[src/rtl/encoder_pkg.sv]
// Shared definitions for the encoder block: default index width and a
// ceiling-log2 helper for sizing index fields from vector widths.
package encoder_pkg;

  // Default index width; the request vector is 2**LOGS_DEFAULT bits wide.
  localparam int LOGS_DEFAULT = 4;

  // Ceiling log2: clog2(1)=0, clog2(10)=4, clog2(16)=4.
  function automatic int clog2(input int value);
    int result;
    int rem;
    result = 0;
    rem    = value - 1;
    for (int i = 0; i < 32; i++) begin
      if (rem > 0) begin
        result = result + 1;
        rem    = rem >> 1;
      end
    end
    return result;
  endfunction

endpackage : encoder_pkg

[src/rtl/encoder_if.sv]
// Request/result bundle for the encoder. The master drives the request
// vector and its qualifier; the slave (the encoder) returns the registered
// index and flags.
interface encoder_if #(
  parameter int logS = encoder_pkg::LOGS_DEFAULT
) ();

  logic [2**logS-1:0] in;
  logic               in_valid;
  logic [logS-1:0]    out;
  logic               out_valid;
  logic               zero;
  logic               multi;

  modport master (
    output in,
    output in_valid,
    input  out,
    input  out_valid,
    input  zero,
    input  multi
  );

  modport slave (
    input  in,
    input  in_valid,
    output out,
    output out_valid,
    output zero,
    output multi
  );

endinterface : encoder_if

[src/rtl/encoder_core.sv]
// Combinational priority encoder: returns the lowest set index of vec_i,
// a flag for an all-zero vector and, when ENCODER_ONEHOT_CHECK_EN is
// defined, a flag for more than one bit set (tied low otherwise).
module encoder_core
  import encoder_pkg::*;
#(
  parameter int logS = LOGS_DEFAULT
) (
  input  logic [2**logS-1:0] vec_i,
  output logic [logS-1:0]    idx_o,
  output logic               zero_o,
  output logic               multi_o
);

  localparam int W = 2**logS;

  // Scan from the top bit down so the lowest set bit is the last to write idx_o.
  always_comb begin
    idx_o = '0;
    for (int i = W - 1; i >= 0; i--) begin
      if (vec_i[i]) begin
        idx_o = logS'(i);
      end
    end
  end

  assign zero_o = ~|vec_i;

`ifdef ENCODER_ONEHOT_CHECK_EN
  // Clearing the lowest set bit leaves something only if two or more were set.
  logic [W-1:0] vec_minus_one;
  assign vec_minus_one = vec_i - {{(W-1){1'b0}}, 1'b1};
  assign multi_o       = |(vec_i & vec_minus_one);
`else
  assign multi_o = 1'b0;
`endif

endmodule : encoder_core

[src/rtl/encoder.sv]
// Registered one-hot to binary encoder with one cycle of latency.
// Optional population check is enabled by defining ENCODER_ONEHOT_CHECK_EN;
// without it the multi flag is constant zero.
module encoder
  import encoder_pkg::*;
#(
  parameter int logS = LOGS_DEFAULT
) (
  input logic     clk,
  input logic     rst_n,
  encoder_if.slave bus
);

  logic [logS-1:0] out_d;
  logic            zero_d;
  logic            multi_d;

  logic [logS-1:0] out_q;
  logic            zero_q;
  logic            multi_q;
  logic            valid_q;

  encoder_core #(
    .logS (logS)
  ) u_core (
    .vec_i   (bus.in),
    .idx_o   (out_d),
    .zero_o  (zero_d),
    .multi_o (multi_d)
  );

  // Capture results on valid input; hold them across idle cycles.
  always_ff @(posedge clk) begin
    if (!rst_n) begin
      out_q   <= '0;
      zero_q  <= 1'b0;
      multi_q <= 1'b0;
      valid_q <= 1'b0;
    end else begin
      valid_q <= bus.in_valid;
      if (bus.in_valid) begin
        out_q   <= out_d;
        zero_q  <= zero_d;
        multi_q <= multi_d;
      end
    end
  end

  assign bus.out       = out_q;
  assign bus.zero      = zero_q;
  assign bus.multi     = multi_q;
  assign bus.out_valid = valid_q;

endmodule : encoder

[src/flat_wrapper.sv]
// flat-port wrapper written by rule: the top's interface ports become plain ports
module encoder_flat import encoder_pkg::*;
#(
  parameter int logS = LOGS_DEFAULT
)
  (clk, rst_n, bus_in, bus_in_valid, bus_out, bus_out_valid, bus_zero, bus_multi);
  encoder_if #(.logS(logS)) bus_i ();
  input logic clk;
  input logic rst_n;
  input wire logic [$bits(bus_i.in)-1:0] bus_in;
  input wire logic [$bits(bus_i.in_valid)-1:0] bus_in_valid;
  output wire logic [$bits(bus_i.out)-1:0] bus_out;
  output wire logic [$bits(bus_i.out_valid)-1:0] bus_out_valid;
  output wire logic [$bits(bus_i.zero)-1:0] bus_zero;
  output wire logic [$bits(bus_i.multi)-1:0] bus_multi;
  assign bus_i.in = bus_in;
  assign bus_i.in_valid = bus_in_valid;
  assign bus_out = bus_i.out;
  assign bus_out_valid = bus_i.out_valid;
  assign bus_zero = bus_i.zero;
  assign bus_multi = bus_i.multi;
  encoder #(.logS(logS)) u_core (.clk(clk), .rst_n(rst_n), .bus(bus_i));
endmodule
[config.mk]
export PLATFORM = sky130hd
export DESIGN_NAME = encoder_flat
export DESIGN_NICKNAME = d
export VERILOG_FILES = /design/src/rtl/encoder_pkg.sv /design/src/rtl/encoder_if.sv /design/src/rtl/encoder_core.sv /design/src/rtl/encoder.sv /design/src/flat_wrapper.sv
export SDC_FILE = /design/constraint.sdc
export NUM_CORES = 1
export LEC_CHECK = 0
export BUFFER_PORTS_ARGS = -buffer_cell sky130_fd_sc_hd__buf_2
export CORE_AREA = 4 4 41 43
export CTS_BUF_LIST = sky130_fd_sc_hd__clkbuf_16
export CTS_CLUSTER_DIAMETER = 50
export DETAILED_ROUTE_END_ITERATION = 10
export DIE_AREA = 0 0 45 47
export SLEW_MARGIN = 20
export SYNTH_ARGS = -nofsm -noshare
export SYNTH_HDL_FRONTEND = slang
export SYNTH_SLANG_ARGS = --single-unit
[constraint.sdc]
create_clock -name clk -period 1.2 [get_ports clk]
set_input_delay 0.06 -clock clk [delete_from_list [all_inputs] [get_ports clk]]
set_output_delay 0.06 -clock clk [all_outputs]
set_load 0.005 [all_outputs]
==> metrics.cfg, run 1 <==
[layout]
nNetsFinal=101
diodes=0
syn_to_final_growth_pct=62.1
fillers=145
drive_gt1_frac=0.438
ff_latch_area_um2=120
post-route-util=0.489
multi_input_area_um2=250

[synth]
synth_top_family_by_area=simple AND/OR/NAND/NOR gates
synth-seq-cells=6
yosysWarnings=0
yosys.area.top_type_share=0.306
synth-compound-area-share=0.248
synth-seq-area-share=0.306
ys.flop_type=dfxtp_1
yosysMostFrequentCell=dfxtp_1
synthAdderAreaFrac=0
yosys-top-cells-area=dfxtp_1 (31%), nand2b_1 (6.4%), nor4_1 (4.8%), a2111oi_0 (4.5%), inv_1 (3.8%)
synth_mux_area_frac=0
yosysUniqueCellTypes=27
async_flop_share=0
synthSimpleGateAreaFrac=0.379
avgSynthCellArea_um2=8.02
synthTopCellsByCount=dfxtp_1 (6), inv_1 (4), nand2b_1 (4), nor2_1 (4)
synth.cell_area_um2=393
synthCells=49
synth-edff-count=0
synth_nets=68
synth_top_area_cell=dfxtp_1
synth-xor-area-share=0

[clock_tree]
clock_sinks=6
clkTransAtPathRegs_ns=0.03
htree_levels=1
ctsLongestPathBuffers=2
cts_buffers=3
post_cts_resize_count=0
clk_latency_ns=0.22
holdBufCountCts=0
cts_setup_buffers=0
clock-root-buffer=clkbuf_16
cts_tree=yes

[power]
max-vdd-ir-drop_uv=559
powerDensity_nw_per_um2=1330
leakage_nw=0.299

[route]
vias=470
first_iter_violations=5
drc=0
first_pass_iters=4
vias_per_cell=4.95
drtAntennaViolNets=0
wirelength_mm=1.05
wl_per_cell_um=11.0

[place]
hpwl_um=897
port_buffers=24
gp_congestion=0.721
place_ws_ns=0.0357

[critical_path]
slowest_stage=nor4_1
crit_path_max_fanout=2
worstPathCellList=buf_2 > buf_4 > nor4_1 > nand3_1 > nand2b_1 > a21boi_0
criticalPathCategory=in -> reg
cp-end-kind=flip-flop
slowest_delay_ns=0.36
crit_arrival_ns=1.09
required_ns=1.35
setup.worst_path.start_class=input port

[global_route]
overflow=0
antenna_found_initial=0
grt_pass1_wl_mm=1.84
grt_max_degree=8
grt_pass1_vias=467
grt_usage=0.125

[sta]
setup_violations=0
fin_ws_ns=0.265
max_freq_mhz=1070
hold_viol=0
tns_ns=0
rsz0062_at_grt=no
fin_crit_sh=0.779
drv_slew=0
holdWs_ns=0.0751
skew_ns=0
timing.final.crit_period_ns=0.935

[floorplan]
core_area_um2=1300
initial_core_util=0.302
pin_count=26
rows=13
dieArea_um2=2120
die_x_um=45
die_y_um=47

[run_status]
status=complete, no violations

[job]
maxCapViolations=0

[min_path]
min_path_type=in -> reg

final timing paths:
kind	slack, ns	depth (start not counted)	end	startpoint
min	0.08	2	u_core.bus.out[1]	bus_in[0]
min reg2reg	0.46	2	u_core.bus.out[1]	u_core.bus.out[1]
max reg2reg	0.54	3	u_core.bus.zero	u_core.bus.zero
max	0.26	6	u_core.bus.out[3]	bus_in[2]
critical path, delay by kind of cell:
family	cells	cell delay, ns
and+or+nand+nor	3	0.66
AOI/OAI and AO/OA	1	0.13
buffers and inverters	2	0.23
metal layers:
layer	track usage	share of wire	routed length, µm
met1	0.144	0.44	459
met2	0.184	0.45	469
met5	0	0	0
met4	0.0702	0	0
met3	0.0690	0.11	118
report_power, final:
group	switching (W)	internal [W]
Sequential	0.00000190	0.000206
Clock	0.000107	0.000427
Combinational	0.0000493	0.0000538
Total	0.000158	0.000687
sequential cells by signal, summed over array words and instances, names as in the netlist:
| name | flops |
|---|---|
| u_core.bus.zero | 1 |
| u_core.bus.out | 4 |
| u_core.bus.out_valid | 1 |
layout make-up:
type,count,area share
clock buffers,3,0.118
inverters,4,0.0236
multi-input cells,38,0.393
flip-flops and latches,6,0.189
well taps,15,0.0295
repair buffers,29,0.248
metrics by stage:
stage	total power (W)	instances	cell area (µm²)
2_1_floorplan	0.000246	49	393
3_3_place_gp	0.000313	92	562
3_5_place_dp	0.000313	92	562
4_1_cts	0.000857	95	637
5_1_grt	0.000885	95	637
6_report	0.000845	95	637
cell usage in the layout (no fill, tap or decap), drive strengths merged, types with 3 or more instances in the layout:
| master | count |
|---|---|
| inv | 4 |
| nand2 | 3 |
| nand2b | 5 |
| nor4 | 4 |
| buf | 29 |
| clkbuf | 3 |
| dfxtp | 6 |
| nor2 | 4 |
cells by family (layout without fill, tap and decap cells):
group,count (synthesis),in the layout
and+or+nand+nor,24,24
other,1,1
buffers and inverters,5,36
DFF,6,6
AOI/OAI and AO/OA,13,13
Power figures use the tool's default switching activity.
==> inputs of run 2 (changes only) <==
Settings changed: ABC_AREA set to 1.
Clock period 1.2 ns to 0.8 ns, I/O delays scaled along.
==> run 2 against run 1 <==
Highest routed layer is now met4. Cell count up 25%. Flip-flop and latch count unchanged. Core utilization up 2.0 points. Sequential share of layout area down 0.75 points. Total power up 52%. Setup slack worse by 0.26 ns. Via count up 6.0%. Largest power group unchanged. Largest cell class unchanged. First-iteration DRC count down 40%.
==> metrics.cfg, run 2 <==
[layout]
nNetsFinal=125  ; +24%
diodes=0  ; unchanged
largest_reg_flops=4  ; unchanged
syn_to_final_growth_pct=61.6
layout_common_cells=nand2_1 (28), buf_2 (23), inv_1 (15)
final_common_cell=nand2_1
drive_gt1_frac=0.365  ; -0.0721

[critical_path]
required_ns=0.91  ; -0.44 ns
setup.worst_path.start_class=input port
crit_arrival_ns=0.91  ; -0.18 ns
critPathTopFamily=simple AND/OR/NAND/NOR gates
criticalPathCategory=in -> reg
worstPathCellList=buf_2 > nand2_1 > nand2_1 > nand2_1 > nand2_1 > nand2_1 > nand2_1 > nand2_1 > nand2_1 > nand2_1 > nand2_1 > nand2_1 > nand2_1 > nand2_1 > nand2_1 > nand2_1 > a21oi_2
cp-end-kind=flip-flop
crit_path_max_fanout=3  ; +1
slowest_stage=buf_2
crit_top_cell=nand2_1
cp_num_buf_inv=1  ; -1
slowest_delay_ns=0.12  ; -0.24 ns

[sta]
tns_ns=0  ; unchanged
drv_slew=0  ; unchanged
timing.final.crit_period_ns=0.799
hold_viol=0  ; unchanged
setup_violations=0  ; unchanged
fin_crit_sh=0.999
skew_ns=0  ; unchanged
rsz0062_at_grt=yes
max_freq_mhz=1250
fin_ws_ns=0.000927  ; -0.264 ns

[synth]
synth-seq-area-share=0.293  ; -0.0130
synthTopCellsByCount=nand2_1 (28), inv_1 (16), dfxtp_1 (6)
yosysUniqueCellTypes=15  ; -44%
yosysWarnings=0  ; unchanged
synth.cell_area_um2=410  ; +4.5%
async_flop_share=0  ; unchanged
synth_nets=93  ; +37%
yosys-top-cells-area=dfxtp_1 (29%), nand2_1 (26%), inv_1 (15%), a21oi_1 (4.9%), nand3_1 (4.9%)
ys.flop_type=dfxtp_1
yosysMostFrequentCell=nand2_1
synth-edff-count=0  ; unchanged
avgSynthCellArea_um2=5.55  ; -31%
yosys.area.top_type_share=0.293  ; -0.0130
synth-seq-cells=6  ; unchanged
synth_top_area_cell=dfxtp_1
synthCells=74  ; +51%

[floorplan]
die_y_um=47  ; unchanged
dieArea_um2=2120  ; unchanged
initial_core_util=0.315  ; +0.0135
core_area_um2=1300  ; unchanged
rows=13  ; unchanged
pin_count=26  ; unchanged
die_x_um=45  ; unchanged

[route]
drc=0  ; unchanged
first_iter_violations=3  ; -2
drtAntennaViolNets=0  ; unchanged
vias_per_cell=4.18  ; -15%
wirelength_um=994  ; -5.1%
wl_per_cell_um=8.35  ; -24%
first_pass_iters=4  ; unchanged
vias=498  ; +6.0%

[global_route]
grt_pass1_vias=441  ; -5.6%
antenna_found_initial=0  ; unchanged
overflow=0  ; unchanged
grt_usage=0.113  ; -0.0119
grt_max_degree=6  ; -2
grt_pass1_wl_mm=1.70  ; -7.9%

[place]
port_buffers=24  ; unchanged
place_ws_ns=-0.280  ; -0.316 ns
gp_congestion=0.733  ; +1.7%
hpwl_um=824  ; -8.1%

[run_status]
status=complete, no violations

[clock_tree]
htree_levels=1  ; unchanged
holdBufCountCts=0  ; unchanged
clk_latency_ns=0.23  ; about the same
clkTransAtPathRegs_ns=0.03  ; about the same
clock-root-buffer=clkbuf_16
cts_setup_buffers=0  ; unchanged
clock_sinks=6  ; unchanged
post_cts_resize_count=2  ; +2
ctsLongestPathBuffers=2  ; unchanged
cts_buffers=3  ; unchanged
cts_tree=yes

[power]
leakage_nw=0.391  ; +31%
powerDensity_nw_per_um2=1940  ; +46%
max-vdd-ir-drop_uv=939  ; +68%

[min_path]
min_path_type=in -> reg

[job]
maxCapViolations=0  ; unchanged

run 2: cell types whose count changed in the layout (fill, tap and decap cells not counted), sizes merged, moves of 2 or more:
cell	previous run	this run
a2111oi	2	0
nand3	2	4
a21oi	1	5
a21boi	2	0
nand2	3	28
nor2b	2	0
o31ai	2	0
inv	4	19
nor4	4	2
nand2b	5	0
run 2: cell families (layout without fill, tap and decap cells):
kind of cell,after synthesis,after routing,synth area share
compound gates,8,8,0.119
flops,6,6,0.293
other cells,1,1,0.00914
simple gates,39,39,0.387
buf+inv,20,50,0.192
run 2: metrics by stage:
step / hold slack [ns] / std cells / power [W] / utilization / cell area, µm²
after floorplan: 0.133 / 74 / 0.000395 / - / 417
after global placement: 0.237 / 116 / 0.000475 / 0.444 / 578
after detailed placement: 0.239 / 116 / 0.000478 / 0.444 / 578
after CTS: 0.00400 / 119 / 0.00131 / 0.507 / 659
after global routing: 0.0412 / 119 / 0.00135 / 0.510 / 663
final: 0.00784 / 119 / 0.00128 / 0.510 / 663
run 2: layer usage:
metal	wire length, µm	global-route usage	vias to the layer above
li1	-	-	278
met3	63	0.0345	2
met5	0	0	-
met1	412	0.128	205
met4	11	0.0702	0
met2	507	0.186	13
run 2: report_power, final:
part / internal [W] / switching (W)
Sequential: 0.000309 / 0.00000298
Combinational: 0.0000834 / 0.0000834
Clock: 0.000641 / 0.000165
Total: 0.00103 / 0.000251
run 2: tightest hold or removal path: stages:
cell     delay [ns]
buf_2          0.08
nand2_1        0.04
inv_1          0.04
run 2: area by class of cell:
cell class	count	area, µm²
Timing Repair Buffer	28	160
Inverter	19	71.3
Fill cell	150	638
Sequential cell	6	120
Tap cell	15	18.8
Multi-Input combinational cell	48	218
Clock buffer	3	75.1
run 2: final timing paths:
check | from | endpoint | cells after the start | slack [ns]
worst max-delay path | bus_in[15] | u_core.bus.out[0] | 17 | 0.0009
worst min-delay path | rst_n | u_core.bus.out_valid | 3 | 0.008
worst max register to register | u_core.bus.out[1] | u_core.bus.out[1] | 2 | 0.20
worst min register to register | u_core.bus.out[3] | u_core.bus.out[3] | 2 | 0.46
==> inputs of run 3 (changes only) <==
Settings changed: CORE_AREA 4 4 41 43 to 2 2 39 41, CTS_BUF_LIST sky130_fd_sc_hd__clkbuf_16 to not set, DIE_AREA 0 0 45 47 to 0 0 41 43.
==> run 3 against run 2 <==
Non-clock buffer count up 5. Routed wire length down 11%. First-iteration DRC count down 33%. Largest cell class unchanged.
==> metrics.cfg, run 3 (synthesis gave the netlist of run 2 again) <==
[run_status]
status=complete, no violations

[global_route]
antenna_found_initial=0  ; unchanged
overflow=0  ; unchanged
grt_pass1_vias=437  ; -0.91%
grt_max_degree=6  ; unchanged
grt_pass1_wl_mm=1.57  ; -7.3%
grt_usage=0.128  ; +0.0153

[clock_tree]
ctsLongestPathBuffers=2  ; unchanged
clock_sinks=6  ; unchanged
cts_buffers=3  ; unchanged
clock-root-buffer=clkbuf_4
htree_levels=1  ; unchanged
cts_tree=yes
clkTransAtPathRegs_ns=0.05  ; +0.02 ns
clk_latency_ns=0.25  ; +0.02 ns

[route]
vias_per_cell=4.12  ; -1.6%
first_pass_iters=4  ; unchanged
drtAntennaViolNets=0  ; unchanged
vias=515  ; +3.4%
wl_per_cell_um=7.06  ; -15%
wirelength_um=883  ; -11%
first_iter_violations=2  ; -1
drc=0  ; unchanged

[power]
leakage_nw=0.389  ; -0.51%
powerDensity_nw_per_um2=1200  ; -38%
power_w=0.000784  ; -39%
max-vdd-ir-drop_uv=525  ; -44%

[floorplan]
die_x_um=41  ; -8.9%
die_y_um=43  ; -8.5%
pin_count=26  ; unchanged
rows=14  ; +1
initial_core_util=0.297  ; -0.0188
core_area_um2=1380  ; +6.3%
dieArea_um2=1760  ; -17%

[layout]
ff_latch_area_um2=120  ; unchanged
final_area_um2=653  ; -1.5%
drive_gt1_frac=0.385  ; +0.0199
syn_to_final_growth_pct=59.1
layout_common_cells=nand2_1 (28), buf_2 (22), inv_1 (14)
nNetsFinal=130  ; +4.0%
final_common_cell=nand2_1
fillers=149  ; -0.67%
multi_input_area_um2=218  ; unchanged
diodes=0  ; unchanged
largest_reg_flops=4  ; unchanged

[place]
port_buffers=24  ; unchanged
place_area_um2=602  ; +4.1%
gp_congestion=0.788  ; +7.5%
hpwl_um=724  ; -12%

[sta]
setup_violations=0  ; unchanged
fin_crit_sh=0.950  ; -0.0489
skew_ns=0  ; unchanged
max_freq_mhz=1320  ; +5.2%
rsz0062_at_grt=yes
tns_ns=0  ; unchanged
timing.final.crit_period_ns=0.760  ; -0.0391 ns
hold_viol=0  ; unchanged
holdWs_ns=0.0640  ; +0.0561 ns
drv_slew=0  ; unchanged

[critical_path]
setup.worst_path.start_class=input port
criticalPathCategory=in -> reg
cp-end-kind=flip-flop
reg2reg_slack_ns=0.23  ; +0.03 ns
crit_arrival_ns=0.91  ; about the same
required_ns=0.95  ; +0.04 ns
crit_path_max_fanout=3  ; unchanged

[job]
maxCapViolations=0  ; unchanged

[min_path]
min_path_type=in -> reg

==> run 3: metal layers <==
layer	vias to the layer above	global-route usage	wire, µm
met5	-	0	0
met4	0	0.0800	19
met3	2	0.0157	39
met2	12	0.184	425
met1	213	0.173	398
li1	288	-	-
==> run 3: timing repair <==
item,CTS,global route
pin swaps,0,0
setup buffers,0,0
setup endpoints to repair,1,4
hold endpoints to repair,1,0
resized for setup,1,3
hold buffers,2,0
==> run 3: metrics by stage <==
step | utilization | worst slack (ns) | instances
floorplan | - | -0.0586 | 74
global placement | 0.435 | -0.251 | 120
detailed placement | 0.435 | -0.260 | 120
CTS | 0.470 | 0.0153 | 125
global route | 0.472 | -0.123 | 125
finish | 0.472 | 0.0401 | 125
==> run 3: path summary, 6_finish.rpt <==
check / from / endpoint / depth (start not counted)
min: bus_in[0] / u_core.bus.out[0] / 4
min reg2reg: u_core.bus.out[3] / u_core.bus.out[3] / 2
max reg2reg: u_core.bus.out[2] / u_core.bus.out[2] / 2
max: bus_in[15] / u_core.bus.out[0] / 17
==> run 3: where the power goes <==
part	total, W	internal (W)	switching (W)
Combinational	0.000183	0.0000983	0.0000851
Clock	0.000290	0.000170	0.000119
Sequential	0.000311	0.000308	0.00000302
Total	0.000784	0.000576	0.000207
==> run 3: final cells by class <==
type,count,share of cell area
multi-input combinational,48,0.333
timing repair buffer,33,0.308
sequential,6,0.184
inverter,19,0.109
clock buffer,3,0.0345
tap,16,0.0307
==> run 3: worst max-delay path, stage by stage <==
cell,delay [ns]
buf_4,0.12
nand2_1,0.05
nand2_1,0.04
nand2_1,0.05
nand2_1,0.04
nand2_1,0.05
nand2_1,0.04
nand2_1,0.05
nand2_1,0.04
nand2_1,0.05
nand2_1,0.04
nand2_1,0.05
nand2_1,0.04
nand2_1,0.05
nand2_1,0.05
nand2_1,0.06
a21oi_2,0.05
